File: config.mk
export PLATFORM = sky130hd
export DESIGN_NAME = login_ctrl
export DESIGN_NICKNAME = d
export VERILOG_FILES = /design/src/rtl/login_pkg.sv /design/src/rtl/login_timer.sv /design/src/rtl/login_ctrl.sv
export SDC_FILE = /design/constraint.sdc
export NUM_CORES = 1
export LEC_CHECK = 0
export ABC_AREA = 0
export CAP_MARGIN = 15
export CELL_PAD_IN_SITES_DETAIL_PLACEMENT = 0
export CELL_PAD_IN_SITES_GLOBAL_PLACEMENT = 1
export CORE_MARGIN = 2
export CORE_UTILIZATION = 23
export DETAILED_ROUTE_END_ITERATION = 16
export MAX_ROUTING_LAYER = met4
export PLACE_DENSITY_LB_ADDON = 0.1
export SLEW_MARGIN = 20
export SYNTH_ARGS = -nofsm -noshare
export SYNTH_HDL_FRONTEND = slang
export SYNTH_HIERARCHICAL = 1
export SYNTH_SLANG_ARGS = --single-unit
File: constraint.sdc
create_clock -name clk -period 3.85 [get_ports clk]
set_input_delay 1.155 -clock clk [delete_from_list [all_inputs] [get_ports clk]]
set_output_delay 1.155 -clock clk [all_outputs]
set_load 0.02 [all_outputs]
File: src/rtl/login_pkg.sv
// login_pkg: shared types and helpers for the login sequencer.
//   state_e   - sequencer states; the encoding doubles as the 7-segment status code.
//   cnt_width - width of the shared cycle counter for the chosen timing parameters.
package login_pkg;

  typedef enum logic [2:0] {
    StIdle    = 3'd0,
    StEntry   = 3'd1,
    StCheck   = 3'd2,
    StSession = 3'd3,
    StDenied  = 3'd4,
    StLockout = 3'd5
  } state_e;

  // Bits needed to hold the largest interval any state times with the shared counter.
  function automatic int unsigned cnt_width(input int unsigned entry_timeout,
                                            input int unsigned lockout_cycles,
                                            input int unsigned deny_hold,
                                            input int unsigned check_wait);
    int unsigned m;
    m = entry_timeout;
    if (lockout_cycles > m) m = lockout_cycles;
    if (deny_hold > m) m = deny_hold;
    if (check_wait > m) m = check_wait;
    if (m < 1) m = 1;
    return $clog2(m + 1);
  endfunction

endpackage

File: src/rtl/login_timer.sv
// login_timer: loadable down-counter shared by the login sequencer's timed states.
//   clk, rst  - clock and asynchronous active-high reset
//   clr       - force the count to zero (idle, no expiry pending)
//   load      - load load_val; takes priority over clr
//   load_val  - interval in cycles; expire rises in the load_val-th cycle after the load
//   expire    - one-cycle pulse while the count passes through one
module login_timer #(
  parameter int unsigned W = 10
) (
  input  logic         clk,
  input  logic         rst,
  input  logic         clr,
  input  logic         load,
  input  logic [W-1:0] load_val,
  output logic         expire
);

  logic [W-1:0] cnt_q, cnt_d;

  always_comb begin
    cnt_d = cnt_q;
    if (load) begin
      cnt_d = load_val;
    end else if (clr) begin
      cnt_d = '0;
    end else if (cnt_q != '0) begin
      cnt_d = cnt_q - W'(1);
    end
  end

  always_ff @(posedge clk or posedge rst) begin
    if (rst) begin
      cnt_q <= '0;
    end else begin
      cnt_q <= cnt_d;
    end
  end

  // Zero is the parked value, so the pulse fires once per load.
  assign expire = (cnt_q == W'(1));

endmodule

File: src/rtl/login_ctrl.sv
// login_ctrl: session/login sequencer in front of the user_id block.
//   Inputs : clk, rst (async, active-high), key_load/key_digit (raw digit key),
//            logout, session_done, user_allow (verdict from user_id).
//   Outputs: uid_load/uid_digit (one-cycle load to user_id), uid_clear, digit_cnt,
//            attempts_left, session_active, denied, locked, timeout_evt, status.
// Every output comes straight from a flop; most are computed from the next state.
module login_ctrl
  import login_pkg::*;
#(
  parameter int unsigned DIGITS         = 4,
  parameter int unsigned MAX_ATTEMPTS   = 3,
  parameter int unsigned CHECK_LAT      = 2,
  parameter int unsigned ENTRY_TIMEOUT  = 500,
  parameter int unsigned DENY_HOLD      = 50,
  parameter int unsigned LOCKOUT_CYCLES = 1000
) (
  input  logic       clk,
  input  logic       rst,
  input  logic       key_load,
  input  logic [3:0] key_digit,
  input  logic       logout,
  input  logic       session_done,
  input  logic       user_allow,
  output logic       uid_load,
  output logic [3:0] uid_digit,
  output logic       uid_clear,
  output logic [2:0] digit_cnt,
  output logic [1:0] attempts_left,
  output logic       session_active,
  output logic       denied,
  output logic       locked,
  output logic       timeout_evt,
  output logic [2:0] status
);

  localparam int unsigned CntW = cnt_width(ENTRY_TIMEOUT, LOCKOUT_CYCLES, DENY_HOLD,
                                           CHECK_LAT + 1);
  localparam logic [2:0] DigitsC = 3'(DIGITS);
  localparam logic [1:0] MaxAttC = 2'(MAX_ATTEMPTS);

  state_e state_q, state_d;
  logic key_q, press;
  logic uid_load_q, uid_load_d;
  logic [3:0] uid_digit_q, uid_digit_d;
  logic uid_clear_q, uid_clear_d;
  logic [2:0] digit_cnt_q, digit_cnt_d;
  logic [1:0] attempts_q, attempts_d;
  logic session_q, session_d;
  logic denied_q, denied_d;
  logic locked_q, locked_d;
  logic timeout_q, timeout_d;
  logic tmr_load, tmr_clr, tmr_expire;
  logic [CntW-1:0] tmr_val;

  assign press = key_load & ~key_q;

  login_timer #(
    .W(CntW)
  ) u_timer (
    .clk     (clk),
    .rst     (rst),
    .clr     (tmr_clr),
    .load    (tmr_load),
    .load_val(tmr_val),
    .expire  (tmr_expire)
  );

  always_comb begin
    state_d     = state_q;
    uid_load_d  = 1'b0;
    uid_digit_d = uid_digit_q;
    digit_cnt_d = digit_cnt_q;
    attempts_d  = attempts_q;
    timeout_d   = 1'b0;
    tmr_load    = 1'b0;
    tmr_val     = '0;

    unique case (state_q)
      StIdle: begin
        if (press) begin
          uid_load_d  = 1'b1;
          uid_digit_d = key_digit;
          digit_cnt_d = 3'd1;
          tmr_load    = 1'b1;
          if (DIGITS == 1) begin
            state_d = StCheck;
            tmr_val = CntW'(CHECK_LAT + 1);
          end else begin
            state_d = StEntry;
            tmr_val = CntW'(ENTRY_TIMEOUT);
          end
        end
      end
      StEntry: begin
        // Logout aborts outright; a press beats a timeout landing on the same edge.
        if (logout) begin
          state_d     = StIdle;
          digit_cnt_d = 3'd0;
        end else if (press) begin
          uid_load_d  = 1'b1;
          uid_digit_d = key_digit;
          digit_cnt_d = (digit_cnt_q < DigitsC) ? digit_cnt_q + 3'd1 : DigitsC;
          tmr_load    = 1'b1;
          if (digit_cnt_d == DigitsC) begin
            state_d = StCheck;
            tmr_val = CntW'(CHECK_LAT + 1);
          end else begin
            tmr_val = CntW'(ENTRY_TIMEOUT);
          end
        end else if (tmr_expire) begin
          state_d     = StIdle;
          digit_cnt_d = 3'd0;
          timeout_d   = 1'b1;
        end
      end
      StCheck: begin
        // Expiry lands CHECK_LAT cycles after the final uid_load pulse.
        if (tmr_expire) begin
          if (user_allow) begin
            attempts_d = MaxAttC;
            state_d    = StSession;
          end else if (attempts_q <= 2'd1) begin
            attempts_d = 2'd0;
            state_d    = StLockout;
            tmr_load   = 1'b1;
            tmr_val    = CntW'(LOCKOUT_CYCLES);
          end else begin
            attempts_d = attempts_q - 2'd1;
            state_d    = StDenied;
            tmr_load   = 1'b1;
            tmr_val    = CntW'(DENY_HOLD);
          end
        end
      end
      StSession: begin
        if (logout || session_done) begin
          state_d     = StIdle;
          digit_cnt_d = 3'd0;
        end
      end
      StDenied: begin
        if (tmr_expire) begin
          state_d     = StIdle;
          digit_cnt_d = 3'd0;
        end
      end
      StLockout: begin
        if (tmr_expire) begin
          state_d     = StIdle;
          digit_cnt_d = 3'd0;
          attempts_d  = MaxAttC;
        end
      end
      default: begin
        state_d     = StIdle;
        digit_cnt_d = 3'd0;
      end
    endcase

    // Any state change not loading a new interval parks the counter.
    tmr_clr     = (state_d != state_q);
    uid_clear_d = (state_d == StIdle) || (state_d == StDenied) || (state_d == StLockout);
    session_d   = (state_d == StSession);
    denied_d    = (state_d == StDenied);
    locked_d    = (state_d == StLockout);
  end

  always_ff @(posedge clk or posedge rst) begin
    if (rst) begin
      state_q     <= StIdle;
      key_q       <= 1'b0;
      uid_load_q  <= 1'b0;
      uid_digit_q <= 4'd0;
      uid_clear_q <= 1'b1;
      digit_cnt_q <= 3'd0;
      attempts_q  <= MaxAttC;
      session_q   <= 1'b0;
      denied_q    <= 1'b0;
      locked_q    <= 1'b0;
      timeout_q   <= 1'b0;
    end else begin
      state_q     <= state_d;
      key_q       <= key_load;
      uid_load_q  <= uid_load_d;
      uid_digit_q <= uid_digit_d;
      uid_clear_q <= uid_clear_d;
      digit_cnt_q <= digit_cnt_d;
      attempts_q  <= attempts_d;
      session_q   <= session_d;
      denied_q    <= denied_d;
      locked_q    <= locked_d;
      timeout_q   <= timeout_d;
    end
  end

  assign uid_load       = uid_load_q;
  assign uid_digit      = uid_digit_q;
  assign uid_clear      = uid_clear_q;
  assign digit_cnt      = digit_cnt_q;
  assign attempts_left  = attempts_q;
  assign session_active = session_q;
  assign denied         = denied_q;
  assign locked         = locked_q;
  assign timeout_evt    = timeout_q;
  assign status         = state_q;

endmodule

==> run summary, run 1 <==
worst vdd ir: 0.1773 mV
gr busiest metal: met2
critical path type: in -> reg
post-CTS setup buffers: 0
clk buf depth: 2
hold wc startpoint: uid_digit[2]
slowest cell on the critical path: or4b_2
EDFF count, synth: 0
vias in the first global route: 1541
Post-DRT Antenna Nets: 0
GP Congestion: 0.8045
M2 GR Usage: 19.54%
vias per inst: 4.529
setup violators final: 0
Die H: 88.77 um
Worst Skew: 0.01346 ns
Post-Place Worst Slack: 0.03489 ns
Synth Register Bits: 29
Tot GR Track Use: 13.62%
area delta synth->final: 32.32%
DR WL/cell: 14.22 um
CTS sink cnt: 29
DR iter-0 viols: 115
syn nets: 190
Filler Cells Inserted: 741
outcome: finished clean
worst reg-to-reg path cell count: 13
Mapped Area: 0.001653 sq mm
syn avg cell area: 9.338 sq um
Max Fclk: 0.2854 GHz
layout cells sized above 1: 16.67%
final wirelength: 4.438 mm
global route total overflow: 0
router iterations before antenna repair: 4
crit path launch type: input port
post_cts resized: 0
P_leak: 0.9425 nW
Pins Over Slew Limit: 0
worst slew pin tran: 0.7469 ns
CP arrival: 3.72 ns
HP Class: reg -> reg
Worst R2R Setup Slack: 0.76 ns
core region area: 0.006869 sq mm
final worst slack: 0.3455 ns
DPL Wire Length: 3.336 mm
Layout Nets: 228
width of the die: 88.77 um
Crit. End Element: flip-flop
Fin Hold WS: 0.5215 ns
TNS Setup: 0 ns
Seq/Total Area, Yosys: 44.13%
Root Buffer: clkbuf_8
antenna violations before repair: 0
Min-Delay Endpoint: uid_digit[2]
Hold Crit Depth: 1
final hold violations: 0
H-tree Lvls: 2
Cell Chain, Critical Path: clkdlybuf4s50_1 -> or4b_2 -> a21o_1 -> o2111a_2 -> mux2i_1 -> or2_0 -> a31oi_2 -> or4b_1 -> nand3_1
CP max stage delay: 0.58 ns
r2r startpoint: u_timer/cnt_q[6]
largest net degree at the start of global routing: 20
M3 GR Usage: 3.918%
Synth Flop Type: dfrtp_1
I/O Pins: 28
met1 Use GR: 18.33%
Slew Limit Headroom: 50.15%
diode count: 0
Starting Density: 24.06%
Clock Latency Late Sink: 0.29 ns
Max Cap Violations: 0
Crit path required time: 4.06 ns
CTS buffer count: 5
Port Buffers: 27
first-pass GRT wire length: 7.762 mm
Synth Warn #: 6
CP Max Fanout: 3
Reg clk slew, reported paths: 0.06 ns
power per cell area: 564.1 mW/mm^2
Synth cell types: 55
vias: 1413
CTS tree: done
ys async rst share: 100.0%
post-synthesis cell count: 177
fin crit share: 91.03%
Row Count: 30
min cycle time layout: 3.504 ns
CTS Hold Bufs: 0
die area: 0.007880 sq mm
DRC viols: 0
RSZ-0062 raised after global routing: no
Worst R2R End: u_timer/cnt_q[7]
[power breakdown]
group	switching, mW	internal, mW	leakage, nW	total, mW
Combinational	0.274	0.240	0.525	0.514
Sequential	0.0792	0.372	0.372	0.451
Clock	0.122	0.146	0.0455	0.268
[state kept, by name (all words and copies together) (netlist names)]
name	count
attempts_left	2
denied	1
digit_cnt	3
key_q	1
locked	1
session_active	1
status	3
timeout_evt	1
u_timer/cnt_q	10
uid_clear	1
uid_digit	4
uid_load	1
[cell families (layout without fill, tap and decap cells)]
kind of cell	count (synthesis)	in the layout	synth area share (%)
XOR/XNOR	1	1	0.5300
buffers and inverters	23	62	5.602
AO/OA/AOI/OAI	47	47	20.36
adder cells (fa/ha/maj)	3	3	2.271
multiplexers	6	6	4.012
flip-flops	29	29	44.13
AND/OR/NAND/NOR	68	68	23.09
[placed cells by master (no fill, tap or decap), drive strengths merged, types with 2 or more instances in the layout]
master         count
a31oi              3
nand3b             2
nor3b              4
a21oi              6
o21ai             15
ha                 3
o311a              2
dfrtp             26
nor2b              2
or2                2
a22oi              2
nor2              12
mux2               5
nor3               5
a32o               3
clkdlybuf4s50     27
nand2b             3
nor4               2
or4b               3
nand2             22
nand3              4
buf               12
dfstp              3
clkbuf             8
a211oi             2
inv               15
o211ai             3
[metal layers]
metal  vias up  share of wire [%]
met3         2                4.8
li1        718                  -
met2        36                 44
met5         -                  0
met4         0               0.65
met1       657                 50
[synth_stat cells (all sizes together) (2+ instances only)]
library cell	n	area share, %
nand2	22	5.0
ha	3	2.3
inv	15	3.4
buf	3	1.1
dfstp	3	4.8
or2	2	0.76
clkbuf	5	1.1
nand2b	3	1.1
nor4	2	1.7
a31oi	3	1.5
nand3	4	1.2
o211ai	3	1.7
a32o	3	1.8
dfrtp	26	39
o21ai	15	4.5
a22oi	2	0.91
nor2b	2	0.76
mux2	5	3.4
o311a	2	1.2
a21oi	6	1.8
or4b	3	1.8
nand3b	2	0.91
nor3	5	2.1
a211oi	2	0.91
nor3b	4	1.8
nor2	12	2.7
[worst max-delay path, delay by kind of cell]
family          cells  cell delay (ns)
simple gates        4             1.38
compound gates      3             0.58
buf+inv             1             0.47
mux                 1             0.14
[metrics by stage]
step / area [sq um] / instances / utilization [%] / power [mW]
after detailed placement: 2097 / 304 / 30.53 / 0.9733
after global routing: 2187 / 312 / 31.84 / 1.333
after global placement: 2097 / 304 / 30.53 / 0.9741
after floorplan: 1653 / 177 / - / 0.7785
after CTS: 2187 / 312 / 31.84 / 1.251
final: 2187 / 312 / 31.84 / 1.234
[worst max-delay path by stage]
stage	endpoint	cells past startpoint	slack, ns	start
2_1_floorplan	u_timer/cnt_q[7]	9	0.60	key_load
3_3_place_gp	u_timer/cnt_q[7]	9	0.10	key_load
3_5_place_dp	u_timer/cnt_q[7]	9	0.03	key_load
4_1_cts	u_timer/cnt_q[7]	9	0.33	key_load
5_1_grt	u_timer/cnt_q[7]	9	0.25	key_load
6_report	u_timer/cnt_q[7]	9	0.35	key_load
[final cells by class]
class,instances,area (sq um),share of cell area (%)
Multi-Input combinational cell,125,830.8,37.99
Sequential cell,29,729.5,33.35
Timing Repair Buffer,39,360.3,16.48
Tap cell,96,120.1,5.492
Clock buffer,8,90.09,4.119
Inverter,15,56.30,2.574
(Power assumes the default switching activity.)
==> inputs of run 2 (changes only) <==
RECOVER_POWER = 25   (was not set)
==> run summary, run 2 (synthesis results as in run 1) <==
Max Cap Violations: 0 (unchanged)
vias: 1413 (unchanged)
die area: 0.007880 sq mm (unchanged)
final wirelength: 4.437 mm (about the same)
Clock Latency Late Sink: 0.29 ns (about the same)
commonest non-fill, non-tap cells in the layout: dfrtp_1, clkdlybuf4s50_1, nand2_1
area delta synth->final: 32.32% (unchanged)
DRC viols: 0 (unchanged)
Max Fclk: 0.2797 GHz (-2.0%)
CTS sink cnt: 29 (unchanged)
DR iter-0 viols: 115 (unchanged)
width of the die: 88.77 um (unchanged)
router iterations before antenna repair: 4 (unchanged)
max FFs per register: 10 (unchanged)
commonest non-fill, non-tap cell in the layout: dfrtp_1
CTS buffer count: 5 (unchanged)
first-pass GRT wire length: 7.762 mm (unchanged)
register area: 729.5 sq um (unchanged)
Pins Over Slew Limit: 0 (unchanged)
DR WL/cell: 14.22 um (about the same)
fin crit share: 92.86% (+1.8 points)
post-CTS setup buffers: 0 (unchanged)
critical path type: in -> reg
largest net degree at the start of global routing: 20 (unchanged)
layout cells sized above 1: 16.67% (unchanged)
clk buf depth: 2 (unchanged)
P_leak: 0.9430 nW (about the same)
Crit. End Element: flip-flop
Slew Limit Headroom: 50.15% (about the same)
Layout Nets: 228 (unchanged)
final cell count without fillers: 312 (unchanged)
min cycle time layout: 3.575 ns (+0.07056 ns)
antenna violations before repair: 0 (unchanged)
Inst Count DP: 304 (unchanged)
core region area: 0.006869 sq mm (unchanged)
crit path launch type: input port
worst reg-to-reg path cell count: 13 (unchanged)
Worst Skew: 0.01346 ns (unchanged)
vias in the first global route: 1541 (unchanged)
post_cts resized: 0 (unchanged)
CP Max Fanout: 3 (unchanged)
Reg clk slew, reported paths: 0.06 ns (about the same)
worst slew pin tran: 0.7469 ns (-0.00005776 ns)
I/O Pins: 28 (unchanged)
Starting Density: 24.06% (unchanged)
Filler Cells Inserted: 741 (unchanged)
Die H: 88.77 um (unchanged)
RSZ-0062 raised after global routing: no
vias per inst: 4.529 (unchanged)
power per cell area: 563.9 mW/mm^2 (about the same)
Row Count: 30 (unchanged)
Post-DRT Antenna Nets: 0 (unchanged)
TNS Setup: 0 ns (unchanged)
CTS tree: done
CP arrival: 3.79 ns (+0.07 ns)
outcome: finished clean
DPL Wire Length: 3.336 mm (unchanged)
HP Class: reg -> reg
Port Buffers: 27 (unchanged)
global route total overflow: 0 (unchanged)
setup violators final: 0 (unchanged)
diode count: 0 (unchanged)
Hold Crit Depth: 1 (unchanged)
GP Congestion: 0.8045 (unchanged)
Reg with most FFs: u_timer/cnt_q
worst vdd ir: 0.1773 mV (unchanged)
final hold violations: 0 (unchanged)
Multi-input gate area: 830.8 sq um (unchanged)
H-tree Lvls: 2 (unchanged)
Crit path required time: 4.06 ns (about the same)
Root Buffer: clkbuf_8
CTS Hold Bufs: 0 (unchanged)
Tot GR Track Use: 13.62% (unchanged)
run 2: changes by cell type in the layout (fill, tap and decap cells not counted), sizes merged:
cell | previous run | this run
clkdlybuf4s50 | 27 | 25
dlygate4sd3 | 0 | 2
run 2: worst max-delay path, stage by stage:
cell	delay (ns)
dlygate4sd3_1	0.54
or4b_2	0.58
a21o_1	0.18
o2111a_2	0.18
mux2i_1	0.14
or2_0	0.27
a31oi_2	0.22
or4b_1	0.45
nand3_1	0.08
run 2: path summary, 6_finish.rpt:
kind	startpoint	end	slack, ns
setup / recovery	key_load	u_timer/cnt_q[7]	0.27
hold / removal	uid_digit[2]	uid_digit[2]	0.52
setup reg to reg	u_timer/cnt_q[6]	u_timer/cnt_q[7]	0.76
hold reg to reg	uid_digit[2]	uid_digit[2]	0.52
max in group asynchronous	rst	status[1]	1.91
min in group asynchronous	rst	u_timer/cnt_q[6]	1.33
run 2: cell type report:
type                       instances  share of cell area (%)
clock buffer                       8                   4.119
sequential                        29                   33.35
timing repair buffer              39                   16.48
tap                               96                   5.492
inverter                          15                   2.574
multi-input combinational        125                   37.99
run 2: metrics by stage:
stage	power (mW)	setup WS [ns]	utilization, %	area [sq um]	hold WS (ns)
after floorplan	0.7785	0.5977	-	1653	0.5499
after global placement	0.9741	0.1007	30.53	2097	0.4908
after detailed placement	0.9733	0.03489	30.53	2097	0.5010
after CTS	1.251	0.3320	31.84	2187	0.5211
after global routing	1.332	0.1768	31.84	2187	0.5346
final	1.233	0.2750	31.84	2187	0.5214
run 2: routing by layer:
metal	part of all wire, %	global-route usage (%)
met5	0	-
met4	0.65	4.545
met3	4.8	3.918
met2	44	19.54
met1	50	18.33
run 2: power breakdown:
part           internal (mW)  switching, mW
combinational          0.240          0.274
sequential             0.372         0.0792
clock                  0.146          0.122
